## src/rtl/seg7_pkg.sv

```systemverilog
// Shared 7-segment definitions: active-high segment patterns ({a,b,c,d,e,f,g})
// and the {anode, cathode} mode encoding.
package seg7_pkg;

    localparam logic [6:0] SEG_0    = 7'h7E;
    localparam logic [6:0] SEG_1    = 7'h30;
    localparam logic [6:0] SEG_2    = 7'h6D;
    localparam logic [6:0] SEG_3    = 7'h79;
    localparam logic [6:0] SEG_4    = 7'h33;
    localparam logic [6:0] SEG_5    = 7'h5B;
    localparam logic [6:0] SEG_6    = 7'h5F;
    localparam logic [6:0] SEG_7    = 7'h70;
    localparam logic [6:0] SEG_8    = 7'h7F;
    localparam logic [6:0] SEG_9    = 7'h7B;
    localparam logic [6:0] SEG_DASH = 7'h01;

    localparam logic [6:0] SEG_OFF_RST = 7'h00;

    // Mode is {anode, cathode}; the other two codes are illegal.
    typedef enum logic [1:0] {
        CC = 2'b01,
        CA = 2'b10
    } mode_e;

endpackage

```

## src/rtl/bcd_to_sev_seg_if.sv

```systemverilog
// Digit/mode inputs and segment output of the BCD-to-7-segment decoder.
interface bcd_to_sev_seg_if;

    logic [3:0] a;
    logic       anode;
    logic       cathode;
    logic [6:0] out;

    modport master (
        output a,
        output anode,
        output cathode,
        input  out
    );

    modport slave (
        input  a,
        input  anode,
        input  cathode,
        output out
    );

endinterface

```

## src/rtl/bcd_seg_decoder.sv

```systemverilog
// Combinational BCD digit to active-high segment pattern; non-BCD codes show a dash.
module bcd_seg_decoder
    import seg7_pkg::*;
(
    input  logic [3:0] a,
    output logic [6:0] seg
);

    always_comb begin
        seg = SEG_DASH;
        case (a)
            4'd0:    seg = SEG_0;
            4'd1:    seg = SEG_1;
            4'd2:    seg = SEG_2;
            4'd3:    seg = SEG_3;
            4'd4:    seg = SEG_4;
            4'd5:    seg = SEG_5;
            4'd6:    seg = SEG_6;
            4'd7:    seg = SEG_7;
            4'd8:    seg = SEG_8;
            4'd9:    seg = SEG_9;
            default: seg = SEG_DASH;
        endcase
    end

endmodule

```

## src/rtl/bcd_to_sev_seg.sv

```systemverilog
// Registered BCD-to-7-segment decoder with run-time common-cathode/common-anode
// polarity; illegal mode codes drive all segments low.
module bcd_to_sev_seg
    import seg7_pkg::*;
(
    input  logic         clk,
    input  logic         rst,
    bcd_to_sev_seg_if.slave bus
);

    logic [6:0] pattern;
    logic [6:0] out_d;
    logic [6:0] out_q;

    bcd_seg_decoder u_dec (
        .a   (bus.a),
        .seg (pattern)
    );

    always_comb begin
        out_d = SEG_OFF_RST;
        case ({bus.anode, bus.cathode})
            CC:      out_d = pattern;
            CA:      out_d = ~pattern;
            default: out_d = SEG_OFF_RST;
        endcase
    end

    always_ff @(posedge clk) begin
        if (rst) begin
            out_q <= SEG_OFF_RST;
        end else begin
            out_q <= out_d;
        end
    end

    assign bus.out = out_q;

endmodule

```

## src/flat_wrapper.sv

```systemverilog
// flat-port wrapper written by rule: the top's interface ports become plain ports
module bcd_to_sev_seg_flat import seg7_pkg::*;
  (clk, rst, bus_a, bus_anode, bus_cathode, bus_out);
  bcd_to_sev_seg_if bus_i ();
  input  logic clk;
  input  logic rst;
  input wire logic [$bits(bus_i.a)-1:0] bus_a;
  input wire logic [$bits(bus_i.anode)-1:0] bus_anode;
  input wire logic [$bits(bus_i.cathode)-1:0] bus_cathode;
  output wire logic [$bits(bus_i.out)-1:0] bus_out;
  assign bus_i.a = bus_a;
  assign bus_i.anode = bus_anode;
  assign bus_i.cathode = bus_cathode;
  assign bus_out = bus_i.out;
  bcd_to_sev_seg u_core (.clk(clk), .rst(rst), .bus(bus_i));
endmodule
```

## config.mk

```make
export PLATFORM = sky130hd
export DESIGN_NAME = bcd_to_sev_seg_flat
export DESIGN_NICKNAME = d
export VERILOG_FILES = /design/src/rtl/seg7_pkg.sv /design/src/rtl/bcd_to_sev_seg_if.sv /design/src/rtl/bcd_seg_decoder.sv /design/src/rtl/bcd_to_sev_seg.sv /design/src/flat_wrapper.sv
export SDC_FILE = /design/constraint.sdc
export NUM_CORES = 1
export LEC_CHECK = 0
export CORE_AREA = 5 5 42 44
export DETAILED_ROUTE_END_ITERATION = 8
export DIE_AREA = 0 0 47 49
export GPL_TIMING_DRIVEN = 1
export SYNTH_ARGS = -nofsm -noshare
export SYNTH_HDL_FRONTEND = slang
export SYNTH_SLANG_ARGS = --single-unit
export TNS_END_PERCENT = 5
```

## constraint.sdc

```tcl
create_clock -name clk -period 1.81 [get_ports clk]
set_clock_uncertainty 0.15 [all_clocks]
set_input_delay 0.181 -clock clk [delete_from_list [all_inputs] [get_ports clk]]
set_output_delay 0.181 -clock clk [all_outputs]
set_load 0.02 [all_outputs]
```

==> flow_metrics.env <==
export IMPL_status="completed"
export IMPL_crit_path_end_kind="flop"
export IMPL_hold_path_endpoint="u_core.bus.out[2]$_SDFF_PP0_"
export IMPL_synth_top_cell_by_area="dfxtp_1"
export IMPL_multiInputGateArea_um2=292
export IMPL_power_density_nw_per_um2=637
export IMPL_dr_pass1_iters=4
export IMPL_fillers=163
export IMPL_seqCellArea_um2=140
export IMPL_drt_iter0_drc=8
export IMPL_fmax_ghz=0.646
export IMPL_layout_cells_non_filler=87
export IMPL_drv_slew=0
export IMPL_min_period_ns=1.55
export IMPL_hold_depth=2
export IMPL_grt_pass1_wl_um=1570
export IMPL_largest_reg_flops=7
export IMPL_power_mw=0.413
export IMPL_ys_seq_elements=7
export IMPL_rows=14
export IMPL_synthTopCellsByArea="dfxtp_1 (30%), ha_1 (13%), mux2i_1 (13%)"
export IMPL_core_area_um2=1400
export IMPL_cts_buffer_depth=2
export IMPL_yosysSeqAreaShare_pct=30.1
export IMPL_hp_class="in2reg"
export IMPL_hold_viol_final=0
export IMPL_nets=85
export IMPL_syn2layout_area_growth_pct=39.2
export IMPL_gr_total_overflow=0
export IMPL_wl_um=898
export IMPL_postCtsHoldBufs=0
export IMPL_synth_warnings=0
export IMPL_cts_tree="done"
export IMPL_clkTransAtPathRegs_ns=0.05
export IMPL_dieArea_um2=2300
export IMPL_dpl_hpwl_um=718
export IMPL_startpoint_type="primary input"
export IMPL_cts_resized=0
export IMPL_post_cts_buffers=0
export IMPL_tns_ns=0
export IMPL_cts_root_buf="clkbuf_4"
export IMPL_worst_slew_pin_transition_ns=0.336
export IMPL_cts_max_level=1
export IMPL_netlist_area_um2=465
export IMPL_preCtsSetupSlack_ns=0.00758
export IMPL_die_w_um=47
export IMPL_drv_cap=0
export IMPL_required_ns=1.79
export IMPL_globalplace_congestion=0.750
export IMPL_rsz0062_at_grt="no"
export IMPL_crit_start="bus_a[1]"
export IMPL_antenna_left=0
export IMPL_start_util_pct=33.2
export IMPL_antenna_found_initial=0
export IMPL_viasPerCell=4.77
export IMPL_irDropWorstVdd_mv=0.477
export IMPL_n_antenna_cell=0
export IMPL_finalSetupViolCount=0
export IMPL_track_usage_pct=9.67
export IMPL_avgRoutedWirePerCell_um=10.3
export IMPL_syn_avg_cell_area_um2=8.78
export IMPL_syn_num_nets=66
export IMPL_cts_sinks=7
export IMPL_leakagePower_nw=0.282
export IMPL_die_h_um=49
export IMPL_grt_max_degree=9
export IMPL_drc_errors=0
export IMPL_post_route_period_util_pct=85.5
export IMPL_crit_type="in2reg"
export IMPL_grt_pass1_vias=403
export IMPL_yosys_cell_types_count=18
export IMPL_drive_gt1_share_pct=15.5
export IMPL_cts_made_buffers=3
export IMPL_synth_top_area_share_pct=30.1
export IMPL_port_buffers=14
export IMPL_dp_cells=83
export IMPL_layout_setup_ws_ns=0.263
export IMPL_io_pins=15
export IMPL_slew_headroom_pct=77.5
export IMPL_num_vias=415
export IMPL_arrival_ns=1.53
export IMPL_cp_max_fo=5
export IMPL_synthCells=53
export IMPL_timing_hold_ws_ns=0.439
export IMPL_holdCritStartpoint="rst"
## per-stage QoR
step           utilization [%]  cell area, um^2
6_report                  46.3              648
5_1_grt                   46.3              648
4_1_cts                   46.3              648
3_5_place_dp              44.4              622
3_3_place_gp              44.4              622
2_1_floorplan                -              465
## layout make-up
class | count | area share [%]
clock buffer | 4 | 4.05
inverter | 6 | 3.47
multi-input combinational | 39 | 45.0
sequential | 7 | 21.6
tap | 16 | 3.09
timing repair buffer | 15 | 22.8
## worst max-delay path, cell delays in order
cell and delay [ns]:
clkdlybuf4s50_1 0.46, inv_1 0.16, ha_1 0.20, inv_1 0.04
o21ai_0 0.22, mux2i_1 0.22, nor2_1 0.05
## cell usage after synthesis
master and count:
a32oi_1 1, buf_6 1, nand2_1 5, nor2_1 4, inv_2 1, nand2b_4 1
o22ai_1 2, mux2_2 1, dfxtp_1 7, and2b_2 2, ha_1 5, a21oi_2 2
inv_1 5, nand2b_1 2, mux2i_1 6, or2_1 1, o21ai_0 5, a21oi_1 2
## kinds of logic after synthesis
family                   count (synthesis)  synth area share (%)
multiplexers                             7                  15.3
AO/OA/AOI/OAI                           12                  15.9
buffers and inverters                    7                  7.26
adder cells (fa/ha/maj)                  5                  13.4
AND/OR/NAND/NOR                         15                  18.0
flip-flops                               7                  30.1
## routing by layer
metal	vias to the layer above	GRT usage [%]	wire, um
li1	213	-	-
met1	186	10.4	377
met2	13	14.5	424
met3	3	7.38	89
met4	0	2.76	7
met5	-	0	0
## worst max-delay path by stage
stage,end,slack [ns],cells past startpoint
2_1_floorplan,u_core.bus.out[2]$_SDFF_PP0_,0.66,6
3_3_place_gp,u_core.bus.out[2]$_SDFF_PP0_,0.04,7
3_5_place_dp,u_core.bus.out[3]$_SDFF_PP0_,0.008,6
4_1_cts,u_core.bus.out[3]$_SDFF_PP0_,0.27,6
5_1_grt,u_core.bus.out[2]$_SDFF_PP0_,0.13,7
6_report,u_core.bus.out[2]$_SDFF_PP0_,0.26,7
## power by group
group | switching [mW] | internal, mW | total [mW] | leakage [nW]
clock network | 0.0538 | 0.0839 | 0.138 | 0.0150
logic | 0.0537 | 0.0558 | 0.110 | 0.209
registers | 0.00203 | 0.164 | 0.166 | 0.0575
## cells in the final DEF (no fill, tap or decap), drive strengths merged
cell,count
a32oi,1
o22ai,2
or2,1
nand2,5
buf,1
nor2,4
clkdlybuf4s50,14
inv,6
ha,5
o21ai,5
nand2b,3
mux2,1
a21oi,4
dfxtp,7
and2b,2
mux2i,6
clkbuf,4
No activity file was read; power rests on OpenSTA's default activity.
